--- config.mk ---
export PLATFORM = sky130hd
export DESIGN_NAME = chunk_read_arbiter_flat
export DESIGN_NICKNAME = d
export VERILOG_FILES = /design/src/rtl/chunk_read_arbiter_pkg.sv /design/src/rtl/chunk_read_arbiter_if.sv /design/src/rtl/chunk_read_arbiter_tag_fifo.sv /design/src/rtl/chunk_read_arbiter.sv /design/src/flat_wrapper.sv
export SDC_FILE = /design/constraint.sdc
export NUM_CORES = 1
export LEC_CHECK = 0
export BUFFER_PORTS_ARGS = -buffer_cell sky130_fd_sc_hd__buf_4
export CAP_MARGIN = 20
export CORE_AREA = 8 8 183 185
export CTS_CLUSTER_DIAMETER = 100
export DETAILED_ROUTE_END_ITERATION = 7
export DIE_AREA = 0 0 191 193
export GPL_TIMING_DRIVEN = 1
export PLACE_DENSITY = 0.59
export SLEW_MARGIN = 20
export SYNTH_ARGS = -nofsm -noshare
export SYNTH_HDL_FRONTEND = slang
export SYNTH_SLANG_ARGS = --single-unit
--- constraint.sdc ---
create_clock -name clk_in -period 3.07 [get_ports clk_in]
set_input_delay 0.307 -clock clk_in [delete_from_list [all_inputs] [get_ports clk_in]]
set_output_delay 0.307 -clock clk_in [all_outputs]
set_load 0.02 [all_outputs]
--- src/rtl/chunk_read_arbiter_pkg.sv ---
`default_nettype none
// ============================================================================
// Module   : chunk_read_arbiter_pkg
// Brief    : Shared types and helpers for the two-requester chunk read arbiter.
// Revision : 1.0 - initial release
// ============================================================================
package chunk_read_arbiter_pkg;

    localparam int NUM_REQ = 2;
    localparam int CHUNK_W = 128;

    typedef enum logic [1:0] {
        ST_IDLE  = 2'd0,
        ST_ISSUE = 2'd1,
        ST_DRAIN = 2'd2
    } req_state_e;

    typedef struct packed {
        logic owner;
        logic last;
    } tag_t;

    localparam int TAG_W = $bits(tag_t);

    // Width helper that never collapses to zero bits for tiny parameters.
    function automatic int clog2_min1(input int value);
        return (value <= 2) ? 1 : $clog2(value);
    endfunction

endpackage
`default_nettype wire

--- src/rtl/chunk_read_arbiter_if.sv ---
`default_nettype none
// ============================================================================
// Module   : chunk_read_arbiter_if
// Brief    : Command, memory-data and per-requester chunk streams of the arbiter.
// Revision : 1.0 - initial release
// ============================================================================
interface chunk_read_arbiter_if #(
    parameter int ADDR_W = 27
);
    import chunk_read_arbiter_pkg::*;

    logic               cmd_tvalid;
    logic               cmd_tready;
    logic [ADDR_W-1:0]  cmd_taddr;

    logic               mem_tvalid;
    logic               mem_tready;
    logic [CHUNK_W-1:0] mem_tdata;

    logic               chunk0_tvalid;
    logic               chunk0_tready;
    logic [CHUNK_W-1:0] chunk0_tdata;
    logic               chunk0_tlast;

    logic               chunk1_tvalid;
    logic               chunk1_tready;
    logic [CHUNK_W-1:0] chunk1_tdata;
    logic               chunk1_tlast;

    modport master (
        output cmd_tvalid, cmd_taddr,
        input  cmd_tready,
        input  mem_tvalid, mem_tdata,
        output mem_tready,
        output chunk0_tvalid, chunk0_tdata, chunk0_tlast,
        input  chunk0_tready,
        output chunk1_tvalid, chunk1_tdata, chunk1_tlast,
        input  chunk1_tready
    );

    modport slave (
        input  cmd_tvalid, cmd_taddr,
        output cmd_tready,
        output mem_tvalid, mem_tdata,
        input  mem_tready,
        input  chunk0_tvalid, chunk0_tdata, chunk0_tlast,
        output chunk0_tready,
        input  chunk1_tvalid, chunk1_tdata, chunk1_tlast,
        output chunk1_tready
    );

endinterface
`default_nettype wire

--- src/rtl/chunk_read_arbiter_tag_fifo.sv ---
`default_nettype none
// ============================================================================
// Module   : tag_fifo
// Brief    : Small synchronous FIFO holding one tag per outstanding burst.
// Revision : 1.0 - initial release
// ============================================================================
module tag_fifo
    import chunk_read_arbiter_pkg::*;
#(
    parameter int DEPTH = 4,
    parameter int WIDTH = 2
) (
    input  wire logic             clk_in,
    input  wire logic             rst_in,
    input  wire logic             push_i,
    input  wire logic [WIDTH-1:0] wdata_i,
    input  wire logic             pop_i,
    output logic      [WIDTH-1:0] rdata_o,
    output logic                  full_o,
    output logic                  empty_o
);

    localparam int PTR_W = clog2_min1(DEPTH);
    localparam int CNT_W = clog2_min1(DEPTH + 1);

    logic [WIDTH-1:0] mem_q [DEPTH];
    logic [PTR_W-1:0] wr_ptr_q, wr_ptr_d;
    logic [PTR_W-1:0] rd_ptr_q, rd_ptr_d;
    logic [CNT_W-1:0] cnt_q, cnt_d;
    logic             w_push;
    logic             w_pop;

    assign full_o  = (cnt_q == CNT_W'(DEPTH));
    assign empty_o = (cnt_q == '0);
    assign w_push  = push_i && !full_o;
    assign w_pop   = pop_i && !empty_o;
    assign rdata_o = mem_q[rd_ptr_q];

    always_comb begin
        wr_ptr_d = wr_ptr_q;
        rd_ptr_d = rd_ptr_q;
        cnt_d    = cnt_q;
        if (w_push) begin
            wr_ptr_d = (wr_ptr_q == PTR_W'(DEPTH - 1)) ? '0 : wr_ptr_q + 1'b1;
        end
        if (w_pop) begin
            rd_ptr_d = (rd_ptr_q == PTR_W'(DEPTH - 1)) ? '0 : rd_ptr_q + 1'b1;
        end
        // Simultaneous push and pop leaves occupancy unchanged.
        if (w_push && !w_pop) begin
            cnt_d = cnt_q + 1'b1;
        end else if (w_pop && !w_push) begin
            cnt_d = cnt_q - 1'b1;
        end
    end

    always_ff @(posedge clk_in or negedge rst_in) begin
        if (!rst_in) begin
            wr_ptr_q <= '0;
            rd_ptr_q <= '0;
            cnt_q    <= '0;
        end else begin
            wr_ptr_q <= wr_ptr_d;
            rd_ptr_q <= rd_ptr_d;
            cnt_q    <= cnt_d;
        end
    end

    always_ff @(posedge clk_in) begin
        if (w_push) begin
            mem_q[wr_ptr_q] <= wdata_i;
        end
    end

endmodule
`default_nettype wire

--- src/rtl/chunk_read_arbiter.sv ---
`default_nettype none
// ============================================================================
// Module   : chunk_read_arbiter
// Brief    : Round-robin burst-read arbiter for two frame readers with tagged
//            in-order data return routed to per-requester chunk streams.
// Revision : 1.0 - initial release
// ============================================================================
module chunk_read_arbiter
    import chunk_read_arbiter_pkg::*;
#(
    parameter int BURST_LEN       = 16,
    parameter int FRAME_CHUNKS    = 4800,
    parameter int ADDR_W          = 27,
    parameter int MAX_OUTSTANDING = 4
) (
    input  wire logic               clk_in,
    input  wire logic               rst_in,
    input  wire logic [1:0]         start_in,
    input  wire logic [ADDR_W-1:0]  base_addr0_in,
    input  wire logic [ADDR_W-1:0]  base_addr1_in,
    output logic      [1:0]         busy_out,
    output logic      [1:0]         done_out,
    chunk_read_arbiter_if.master    bus
);

    localparam int FRAME_BURSTS = FRAME_CHUNKS / BURST_LEN;
    localparam int BCNT_W       = clog2_min1(FRAME_BURSTS + 1);
    localparam int BEAT_W       = clog2_min1(BURST_LEN);

    req_state_e          state_q [NUM_REQ];
    req_state_e          state_d [NUM_REQ];
    logic [ADDR_W-1:0]   addr_q  [NUM_REQ];
    logic [ADDR_W-1:0]   addr_d  [NUM_REQ];
    logic [BCNT_W-1:0]   bcnt_q  [NUM_REQ];
    logic [BCNT_W-1:0]   bcnt_d  [NUM_REQ];
    logic [ADDR_W-1:0]   w_base  [NUM_REQ];
    logic [NUM_REQ-1:0]  done_q, done_d;
    logic                prio_q, prio_d;
    logic                lock_q, lock_d;
    logic                lock_owner_q, lock_owner_d;
    logic [BEAT_W-1:0]   beat_q, beat_d;

    logic [NUM_REQ-1:0]  w_issuing;
    logic [NUM_REQ-1:0]  w_busy;
    logic                w_grant;
    logic                w_cmd_valid;
    logic                w_cmd_fire;
    logic                w_cmd_last;
    logic                w_fifo_full;
    logic                w_fifo_empty;
    logic                w_mem_ready;
    logic                w_beat_fire;
    logic                w_final_beat;
    logic                w_frame_end;
    tag_t                w_push_tag;
    tag_t                w_head;
    logic [TAG_W-1:0]    w_head_raw;

    assign w_base[0] = base_addr0_in;
    assign w_base[1] = base_addr1_in;

    always_comb begin
        w_issuing = '0;
        w_busy    = '0;
        for (int i = 0; i < NUM_REQ; i++) begin
            w_issuing[i] = (state_q[i] == ST_ISSUE);
            w_busy[i]    = (state_q[i] != ST_IDLE);
        end
    end

    // A command left waiting on cmd_tready keeps its owner even if the other
    // requester starts issuing meanwhile.
    always_comb begin
        w_grant = 1'b0;
        if (lock_q) begin
            w_grant = lock_owner_q;
        end else if (w_issuing[0] && w_issuing[1]) begin
            w_grant = prio_q;
        end else if (w_issuing[1]) begin
            w_grant = 1'b1;
        end
    end

    assign w_cmd_valid      = (|w_issuing) && !w_fifo_full;
    assign w_cmd_fire       = w_cmd_valid && bus.cmd_tready;
    assign w_cmd_last       = (bcnt_q[w_grant] == BCNT_W'(FRAME_BURSTS - 1));
    assign w_push_tag.owner = w_grant;
    assign w_push_tag.last  = w_cmd_last;

    assign bus.cmd_tvalid = w_cmd_valid;
    assign bus.cmd_taddr  = addr_q[w_grant];

    tag_fifo #(
        .DEPTH (MAX_OUTSTANDING),
        .WIDTH (TAG_W)
    ) u_tag_fifo (
        .clk_in  (clk_in),
        .rst_in  (rst_in),
        .push_i  (w_cmd_fire),
        .wdata_i (w_push_tag),
        .pop_i   (w_beat_fire && w_final_beat),
        .rdata_o (w_head_raw),
        .full_o  (w_fifo_full),
        .empty_o (w_fifo_empty)
    );

    assign w_head       = tag_t'(w_head_raw);
    assign w_mem_ready  = !w_fifo_empty &&
                          (w_head.owner ? bus.chunk1_tready : bus.chunk0_tready);
    assign w_beat_fire  = bus.mem_tvalid && w_mem_ready;
    assign w_final_beat = (beat_q == BEAT_W'(BURST_LEN - 1));
    assign w_frame_end  = w_beat_fire && w_final_beat && w_head.last;

    assign bus.mem_tready    = w_mem_ready;
    assign bus.chunk0_tvalid = bus.mem_tvalid && !w_fifo_empty && !w_head.owner;
    assign bus.chunk1_tvalid = bus.mem_tvalid && !w_fifo_empty &&  w_head.owner;
    assign bus.chunk0_tdata  = bus.mem_tdata;
    assign bus.chunk1_tdata  = bus.mem_tdata;
    assign bus.chunk0_tlast  = bus.chunk0_tvalid && w_final_beat && w_head.last;
    assign bus.chunk1_tlast  = bus.chunk1_tvalid && w_final_beat && w_head.last;

    assign busy_out = w_busy;
    assign done_out = done_q;

    always_comb begin
        done_d = '0;
        for (int i = 0; i < NUM_REQ; i++) begin
            state_d[i] = state_q[i];
            addr_d[i]  = addr_q[i];
            bcnt_d[i]  = bcnt_q[i];
            case (state_q[i])
                ST_IDLE: begin
                    if (start_in[i]) begin
                        state_d[i] = ST_ISSUE;
                        addr_d[i]  = w_base[i];
                        bcnt_d[i]  = '0;
                    end
                end
                ST_ISSUE: begin
                    if (w_cmd_fire && (w_grant == 1'(i))) begin
                        addr_d[i] = addr_q[i] + ADDR_W'(BURST_LEN);
                        bcnt_d[i] = bcnt_q[i] + 1'b1;
                        if (bcnt_q[i] == BCNT_W'(FRAME_BURSTS - 1)) begin
                            state_d[i] = ST_DRAIN;
                        end
                    end
                end
                ST_DRAIN: begin
                    if (w_frame_end && (w_head.owner == 1'(i))) begin
                        state_d[i] = ST_IDLE;
                        done_d[i]  = 1'b1;
                    end
                end
                default: state_d[i] = ST_IDLE;
            endcase
        end
    end

    // Priority drops back to requester 0 whenever nothing is in flight so a
    // simultaneous start always serves requester 0 first.
    always_comb begin
        prio_d       = prio_q;
        lock_d       = w_cmd_valid && !bus.cmd_tready;
        lock_owner_d = w_grant;
        beat_d       = beat_q;
        if (w_cmd_fire) begin
            prio_d = ~w_grant;
        end else if (w_busy == '0) begin
            prio_d = 1'b0;
        end
        if (w_beat_fire) begin
            beat_d = w_final_beat ? '0 : beat_q + 1'b1;
        end
    end

    always_ff @(posedge clk_in or negedge rst_in) begin
        if (!rst_in) begin
            for (int i = 0; i < NUM_REQ; i++) begin
                state_q[i] <= ST_IDLE;
                addr_q[i]  <= '0;
                bcnt_q[i]  <= '0;
            end
            done_q       <= '0;
            prio_q       <= 1'b0;
            lock_q       <= 1'b0;
            lock_owner_q <= 1'b0;
            beat_q       <= '0;
        end else begin
            for (int i = 0; i < NUM_REQ; i++) begin
                state_q[i] <= state_d[i];
                addr_q[i]  <= addr_d[i];
                bcnt_q[i]  <= bcnt_d[i];
            end
            done_q       <= done_d;
            prio_q       <= prio_d;
            lock_q       <= lock_d;
            lock_owner_q <= lock_owner_d;
            beat_q       <= beat_d;
        end
    end

endmodule
`default_nettype wire

--- src/flat_wrapper.sv ---
// flat-port wrapper written by rule: the top's interface ports become plain ports
module chunk_read_arbiter_flat import chunk_read_arbiter_pkg::*;
#(
    parameter int BURST_LEN       = 16,
    parameter int FRAME_CHUNKS    = 4800,
    parameter int ADDR_W          = 27,
    parameter int MAX_OUTSTANDING = 4
)
  (clk_in, rst_in, start_in, base_addr0_in, base_addr1_in, busy_out, done_out, bus_cmd_tvalid, bus_cmd_taddr, bus_cmd_tready, bus_mem_tvalid, bus_mem_tdata, bus_mem_tready, bus_chunk0_tvalid, bus_chunk0_tdata, bus_chunk0_tlast, bus_chunk0_tready, bus_chunk1_tvalid, bus_chunk1_tdata, bus_chunk1_tlast, bus_chunk1_tready);
  chunk_read_arbiter_if #(.ADDR_W(ADDR_W)) bus_i ();
  input  wire logic clk_in;
  input  wire logic rst_in;
  input  wire logic [1:0] start_in;
  input  wire logic [ADDR_W-1:0] base_addr0_in;
  input  wire logic [ADDR_W-1:0] base_addr1_in;
  output logic      [1:0] busy_out;
  output logic      [1:0] done_out;
  output wire logic [$bits(bus_i.cmd_tvalid)-1:0] bus_cmd_tvalid;
  output wire logic [$bits(bus_i.cmd_taddr)-1:0] bus_cmd_taddr;
  input wire logic [$bits(bus_i.cmd_tready)-1:0] bus_cmd_tready;
  input wire logic [$bits(bus_i.mem_tvalid)-1:0] bus_mem_tvalid;
  input wire logic [$bits(bus_i.mem_tdata)-1:0] bus_mem_tdata;
  output wire logic [$bits(bus_i.mem_tready)-1:0] bus_mem_tready;
  output wire logic [$bits(bus_i.chunk0_tvalid)-1:0] bus_chunk0_tvalid;
  output wire logic [$bits(bus_i.chunk0_tdata)-1:0] bus_chunk0_tdata;
  output wire logic [$bits(bus_i.chunk0_tlast)-1:0] bus_chunk0_tlast;
  input wire logic [$bits(bus_i.chunk0_tready)-1:0] bus_chunk0_tready;
  output wire logic [$bits(bus_i.chunk1_tvalid)-1:0] bus_chunk1_tvalid;
  output wire logic [$bits(bus_i.chunk1_tdata)-1:0] bus_chunk1_tdata;
  output wire logic [$bits(bus_i.chunk1_tlast)-1:0] bus_chunk1_tlast;
  input wire logic [$bits(bus_i.chunk1_tready)-1:0] bus_chunk1_tready;
  assign bus_cmd_tvalid = bus_i.cmd_tvalid;
  assign bus_cmd_taddr = bus_i.cmd_taddr;
  assign bus_i.cmd_tready = bus_cmd_tready;
  assign bus_i.mem_tvalid = bus_mem_tvalid;
  assign bus_i.mem_tdata = bus_mem_tdata;
  assign bus_mem_tready = bus_i.mem_tready;
  assign bus_chunk0_tvalid = bus_i.chunk0_tvalid;
  assign bus_chunk0_tdata = bus_i.chunk0_tdata;
  assign bus_chunk0_tlast = bus_i.chunk0_tlast;
  assign bus_i.chunk0_tready = bus_chunk0_tready;
  assign bus_chunk1_tvalid = bus_i.chunk1_tvalid;
  assign bus_chunk1_tdata = bus_i.chunk1_tdata;
  assign bus_chunk1_tlast = bus_i.chunk1_tlast;
  assign bus_i.chunk1_tready = bus_chunk1_tready;
  chunk_read_arbiter #(.BURST_LEN(BURST_LEN), .FRAME_CHUNKS(FRAME_CHUNKS), .ADDR_W(ADDR_W), .MAX_OUTSTANDING(MAX_OUTSTANDING)) u_core (.clk_in(clk_in), .rst_in(rst_in), .start_in(start_in), .base_addr0_in(base_addr0_in), .base_addr1_in(base_addr1_in), .busy_out(busy_out), .done_out(done_out), .bus(bus_i));
endmodule
==> results of run 1 <==
worst max-delay path, stage by stage (launching register included):
cell,delay [ns]
dfrtp_1,0.58
nand2b_4,0.21
o31a_1,0.35
inv_2,0.27
buf_4,0.26
o21ai_0,0.32
buf_4,0.22
layout make-up:
| cell class | instances | area share |
|---|---|---|
| clock buffer | 9 | 0.0306 |
| clock inverter | 7 | 0.0104 |
| inverter | 13 | 0.00663 |
| multi-input combinational | 550 | 0.423 |
| sequential | 100 | 0.345 |
| tap | 402 | 0.0683 |
| timing repair buffer | 112 | 0.116 |
how the worst max path moves through the flow:
| stage | from | end | slack (ns) | depth (start not counted) |
|---|---|---|---|---|
| finish | u_core.state_q[1] | bus_cmd_taddr[9] | 0.19 | 6 |
| floorplan | u_core.u_tag_fifo.rd_ptr_q[0] | u_core.u_tag_fifo.cnt_q[1] | 0.50 | 8 |
| detailed placement | u_core.u_tag_fifo.rd_ptr_q[0] | u_core.u_tag_fifo.cnt_q[1] | 0.32 | 8 |
| global route | u_core.state_q[1] | bus_cmd_taddr[9] | 0.05 | 6 |
| CTS | u_core.state_q[1] | bus_cmd_taddr[9] | 0.22 | 6 |
| global placement | u_core.u_tag_fifo.rd_ptr_q[0] | u_core.u_tag_fifo.cnt_q[1] | 0.39 | 8 |
synth_stat cells, types with 3 or more instances:
cell type / number / area [sq um]
a31oi_1: 8 / 50.1
o22ai_1: 13 / 81.3
o211ai_1: 3 / 22.5
a21oi_1: 55 / 275
or3_1: 7 / 43.8
o2bb2ai_1: 3 / 26.3
nor4_1: 10 / 62.6
and4_1: 5 / 43.8
o22a_1: 4 / 35.0
inv_1: 12 / 45.0
mux2_1: 3 / 33.8
edfxtp_1: 8 / 240
xnor2_1: 6 / 52.6
nor2b_1: 3 / 18.8
buf_4: 259 / 1940
clkbuf_1: 16 / 60.1
nand3_1: 36 / 180
nor3_1: 9 / 45.0
and3_1: 15 / 93.8
a211oi_1: 3 / 22.5
and2_1: 8 / 50.1
xor2_1: 6 / 52.6
a21o_1: 3 / 22.5
a41oi_1: 3 / 26.3
o21ai_0: 49 / 245
buf_2: 17 / 85.1
mux2i_1: 5 / 50.1
o41ai_1: 3 / 26.3
dfrtp_1: 92 / 2300
nand2_1: 162 / 608
mux2_2: 3 / 33.8
nor3b_1: 4 / 30.0
nor2_1: 49 / 184
nand4_1: 14 / 87.6
ha_1: 11 / 138
metrics by stage:
step	instance area, sq um	worst slack (ns)	instances
after floorplan	7800	0.500	958
final	7360	0.187	1193
after detailed placement	7050	0.323	1177
after global routing	7360	0.0514	1193
after global placement	7050	0.386	1177
after CTS	7350	0.215	1193
routing by layer:
layer,vias to the layer above,track usage
met5,-,0
met4,0,0.0570
met3,101,0.0421
met2,272,0.196
met1,2788,0.143
li1,2680,-
sequential cells by signal, summed over array words and instances, names as in the netlist:
signal                      cells
u_core.addr_q                  54
u_core.u_tag_fifo.rd_ptr_q      2
u_core.beat_q                   4
u_core.u_tag_fifo.wr_ptr_q      2
u_core.u_tag_fifo.mem_q         8
u_core.state_q                  4
u_core.done_out                 2
u_core.u_tag_fifo.cnt_q         3
u_core.bcnt_q                  18
u_core.prio_q                   1
u_core.lock_q                   1
u_core.lock_owner_q             1
power groups by stage:
stage / Clock [mW] / Combinational (mW) / Sequential (mW)
2_1_floorplan: 0 / 2.36 / 2.00
3_3_place_gp: 0 / 2.80 / 2.12
3_5_place_dp: 0 / 2.84 / 2.13
4_1_cts: 1.22 / 2.84 / 2.11
5_1_grt: 1.27 / 3.13 / 2.19
6_report: 1.18 / 2.80 / 2.12
cells by family after synthesis:
family | Yosys count | share of synthesized area
muxes | 14 | 0.0238
buffers and inverters | 308 | 0.276
and+or+nand+nor | 340 | 0.205
adders and majority gates | 12 | 0.0202
xor gates and xnor gates | 12 | 0.0135
AOI/OAI and AO/OA | 172 | 0.136
DFF | 100 | 0.326
==> impl_metrics.py, run 1 <==
metrics = {
    "run_status": {
        "outcome": "complete, but fails checks",
        "violations": "negative hold slack",
    },
    "final_layout": {
        "multiInputGateArea_sq_um": 3110,
        "nFillCells": 3399,
        "area_delta_synth_final_pct": -5.58,
        "nets": 988,
        "antennaDiodeCount": 0,
        "drive_gt1_frac": 0.188,
        "final_util": 0.239,
        "most-common-layout-cells": "nand2_1 (162), buf_4 (111), dfrtp_1 (92)",
        "regArea_sq_um": 2540,
        "final_common_cell": "nand2_1",
    },
    "power": {
        "p_per_area_nw_per_um2": 829,
        "p_comb_frac": 0.460,
        "p_int_mw": 3.32,
        "switchingPower_mw": 2.78,
        "clockPowerShare": 0.193,
        "p_leak_nw": 3.23,
        "seqPwrFrac": 0.347,
        "p_sw_frac": 0.455,
        "ir_drop_v": 0.000307,
        "power_mw": 6.10,
    },
    "cts": {
        "clock_path_buffers": 2,
        "cts_sinks": 100,
        "cts_buffers": 9,
        "clock_latency_ns": 0.37,
        "cts_setup_buffers": 0,
        "cts-resized-gates": 0,
        "clk_pin_slew_ns": 0.08,
        "hold_buffers": 0,
        "cts_tree": "done",
        "clockRootBuffer": "clkbuf_16",
        "htree_num_levels": 3,
    },
    "detailed_routing": {
        "routed-wl-met2_um": 10700,
        "drc": 0,
        "detail-route-antenna-nets": 0,
        "wl_per_cell_um": 19.2,
        "top_layer": "met4",
        "drtIter0Drc": 438,
        "wl_um": 22900,
        "viasPerCell": 4.90,
        "dr.pass1.iters": 5,
        "drt-met1-wl_um": 8950,
        "vias": 5841,
        "dr_wl_met3_um": 2310,
    },
    "timing": {
        "relSlewSlack": 0.501,
        "drv_slew": 0,
        "finalCritPeriodShare": 0.939,
        "period_needed_ns": 2.88,
        "hold_slack_ns": -0.0256,
        "setup_violations": 0,
        "worst_slew_pin_slew_ns": 0.746,
        "clock_skew_ns": 0.0172,
        "finalSetupTns_ns": 0,
        "rsz0062_at_grt": "false",
        "finalHoldViolCount": 20,
        "fmax_mhz": 347,
    },
    "logic_synthesis": {
        "netlist-cell-type-count": 73,
        "ys_seq_area_frac": 0.326,
        "synth_nets": 1160,
        "synth-seq-cells": 100,
        "ys.flop_type": "dfrtp_1",
        "synth_edf_count": 8,
        "syn_area_sq_um": 7800,
        "yosys_warnings": 0,
        "syn_inst": 958,
        "synthArstFlopShare": 0.920,
        "syn_area_per_cell_sq_um": 8.14,
    },
    "die": {
        "start_util": 0.253,
        "fp.dieW_um": 191,
        "core-area_sq_um": 30800,
        "die_area_sq_um": 36900,
        "die_h_um": 193,
        "num_rows": 65,
        "ios": 483,
    },
    "global_route": {
        "grt_max_degree": 48,
        "antenna_found_initial": 0,
        "track_usage": 0.121,
        "grt_pass1_wl_um": 34600,
        "grt_overflow": 0,
        "grt_pass1_vias": 5700,
    },
    "critical_path": {
        "reg2regPathDepth": 8,
        "r2r_start": "u_core.u_tag_fifo.rd_ptr_q[0]",
        "required_ns": 2.76,
        "start_kind": "flip-flop",
        "r2r_slack_ns": 0.35,
        "critical_path_class": "flip-flop to primary output",
        "setup.worst_path.end_class": "primary output",
        "reg2reg_to": "u_core.u_tag_fifo.cnt_q[1]",
        "arrival_ns": 2.58,
        "worstPathMaxFanout": 22,
    },
    "placement": {
        "portBuffers": 98,
        "hpwl_um": 17800,
        "routabilityCongestion": 0.813,
    },
    "min_path": {
        "min_path_type": "primary input to asynchronous set/reset pin",
    },
    "run": {
        "drv_cap": 0,
    },
}
Note: power is estimated with default switching activity, not from simulation.
==> inputs of run 2 (changes only) <==
--- a/config.mk
+++ b/config.mk
@@ -5,14 +5,14 @@
 export SDC_FILE = /design/constraint.sdc
 export NUM_CORES = 1
 export LEC_CHECK = 0
-export BUFFER_PORTS_ARGS = -buffer_cell sky130_fd_sc_hd__buf_4
 export CAP_MARGIN = 20
-export CORE_AREA = 8 8 183 185
+export CORE_AREA = 8 8 182 184
 export CTS_CLUSTER_DIAMETER = 100
 export DETAILED_ROUTE_END_ITERATION = 7
-export DIE_AREA = 0 0 191 193
+export DIE_AREA = 0 0 190 192
+export DONT_BUFFER_PORTS = 1
 export GPL_TIMING_DRIVEN = 1
-export PLACE_DENSITY = 0.59
+export PLACE_DENSITY = 0.46
 export SLEW_MARGIN = 20
 export SYNTH_ARGS = -nofsm -noshare
 export SYNTH_HDL_FRONTEND = slang
==> run 2 against run 1 <==
Against the previous run: the flow now finishes without violations; first-iteration DRC count shrank 5.9%; critical path depth grew 2; maximum frequency grew 6.2%; global-route usage shrank 0.10 points; setup slack gained 0.17 ns; total power shrank 5.5%; design area shrank 9.1%; sequential share of layout area grew 3.4 points; core utilization shrank 1.7 points.
==> impl_metrics.py, run 2 (synthesis results as in run 1) <==
metrics = {
    "run_status": {
        "outcome": "completed",
    },
    "critical_path": {
        "start_kind": "flip-flop",
        "setup.worst_path.end_class": "flip-flop",
        "critical_path_class": "flip-flop to flip-flop",
        "arrival_ns": 2.97,
        "r2r_slack_ns": 0.36,
        "required_ns": 3.33,
        "slowest_delay_ns": 0.64,
        "critPathSlowestCell": "mux4_2",
        "cp_common_cell": "inv_1",
        "worstPathMaxFanout": 7,
        "reg2regPathDepth": 8,
        "crit_path_cell_trace": "mux4_2, mux2i_4, nor3_2, inv_1, ha_1, inv_1, fa_1, mux2_2",
    },
    "global_route": {
        "grt_max_degree": 93,
        "antenna_found_initial": 2,
        "grt_overflow": 0,
        "grt_pass1_vias": 5383,
        "grt_pass1_wl_um": 33500,
        "track_usage": 0.120,
    },
    "min_path": {
        "min_delay_path_depth": 2,
        "min_path_type": "primary input to flip-flop",
    },
    "die": {
        "die_area_sq_um": 36500,
        "ios": 483,
        "start_util": 0.258,
        "num_rows": 64,
        "core-area_sq_um": 30200,
        "die_h_um": 192,
        "fp.dieW_um": 190,
    },
    "final_layout": {
        "largest-register": "u_core.addr_q",
        "area_delta_synth_final_pct": -14.2,
        "drive_gt1_frac": 0.0800,
        "nFillCells": 3346,
        "nets": 897,
        "regArea_sq_um": 2540,
        "multiInputGateArea_sq_um": 3110,
        "final_common_cell": "nand2_1",
        "most-common-layout-cells": "nand2_1 (162), dfrtp_1 (92), a21oi_1 (55)",
        "final_util": 0.222,
        "largest_reg_flops": 54,
        "final-instance-count-excl-fill": 1097,
        "reg_top3": "u_core.addr_q: 54 flops, u_core.bcnt_q: 18 flops, u_core.u_tag_fifo.mem_q: 8 flops",
        "final_cell_area_sq_um": 6690,
    },
    "detailed_routing": {
        "wl_um": 22300,
        "drc": 0,
        "dr.pass1.iters": 5,
        "detail-route-antenna-nets": 0,
        "viasPerCell": 4.89,
        "drtIter0Drc": 412,
        "vias": 5362,
        "wl_per_cell_um": 20.3,
    },
    "placement": {
        "placed_cells": 1077,
        "routabilityCongestion": 0.808,
        "place_area_sq_um": 6330,
        "post-place-ws_ns": 0.335,
        "hpwl_um": 16600,
        "portBuffers": 0,
    },
    "power": {
        "ir_drop_v": 0.000339,
        "power_mw": 5.76,
        "p_per_area_nw_per_um2": 861,
        "p_leak_nw": 2.80,
    },
    "timing": {
        "worst_slew_pin_slew_ns": 0.955,
        "finalCritPeriodShare": 0.884,
        "fin_ws_ns": 0.355,
        "finalSetupTns_ns": 0,
        "hold_slack_ns": 0.0529,
        "relSlewSlack": 0.364,
        "period_needed_ns": 2.71,
        "drv_slew": 0,
        "fmax_mhz": 368,
        "finalHoldViolCount": 0,
        "setup_violations": 0,
        "rsz0062_at_grt": "false",
        "clock_skew_ns": 0.0169,
    },
    "cts": {
        "clk_pin_slew_ns": 0.08,
        "cts_tree": "done",
        "cts_sinks": 100,
        "clock_path_buffers": 2,
        "htree_num_levels": 3,
        "cts-resized-gates": 0,
        "clockRootBuffer": "clkbuf_16",
        "cts_buffers": 9,
        "clock_latency_ns": 0.37,
    },
    "run": {
        "drv_cap": 0,
    },
}
[run 2: cell types whose count changed in the layout (fill, tap and decap cells not counted), sizes merged]
cell,previous run,this run
clkbuf,9,10
dlygate4sd3,0,2
inv,17,14
clkinv,3,4
bufinv,0,1
diode,0,1
buf,112,19
[run 2: area by class of cell]
class                      instances  area share
clock inverter                     6      0.0108
sequential                       100       0.380
multi-input combinational        550       0.465
antenna                            1    0.000374
timing repair buffer              21      0.0273
tap                              396      0.0740
inverter                          13     0.00729
clock buffer                      10      0.0357
[run 2: final timing paths]
check                                               from                       endpoint
max                        u_core.u_tag_fifo.rd_ptr_q[0]     u_core.u_tag_fifo.cnt_q[1]
min                                     base_addr1_in[2]               u_core.addr_q[2]
max reg2reg                u_core.u_tag_fifo.rd_ptr_q[0]     u_core.u_tag_fifo.cnt_q[1]
min reg2reg                            u_core.addr_q[27]              u_core.addr_q[27]
max in group asynchronous                         rst_in  u_core.u_tag_fifo.rd_ptr_q[1]
min in group asynchronous                         rst_in              u_core.addr_q[38]
[run 2: power breakdown]
part	internal [mW]	leakage [nW]	switching, mW	total, mW
Sequential	1.70	1.25	0.429	2.13
Combinational	0.731	1.40	1.68	2.41
Clock	0.664	0.155	0.566	1.23
[run 2: worst max-delay path: cells and delay by family, from the launching register on]
kind / cells / cell delay, ns
adders and majority gates: 2 / 0.61
buffers and inverters: 2 / 0.15
DFF: 1 / 0.45
muxes: 3 / 1.15
and+or+nand+nor: 1 / 0.24
[run 2: repair_timing]
action / in CTS / in global routing
endpoints found under the hold margin: 93 / 0
buffers inserted: 0 / 0
hold buffers: 3 / 0
[run 2: metal layers]
layer | share of wire | GRT usage
met5 | 0.00058 | 0
met1 | 0.42 | 0.144
met2 | 0.47 | 0.195
met4 | 0.025 | 0.0448
met3 | 0.083 | 0.0434
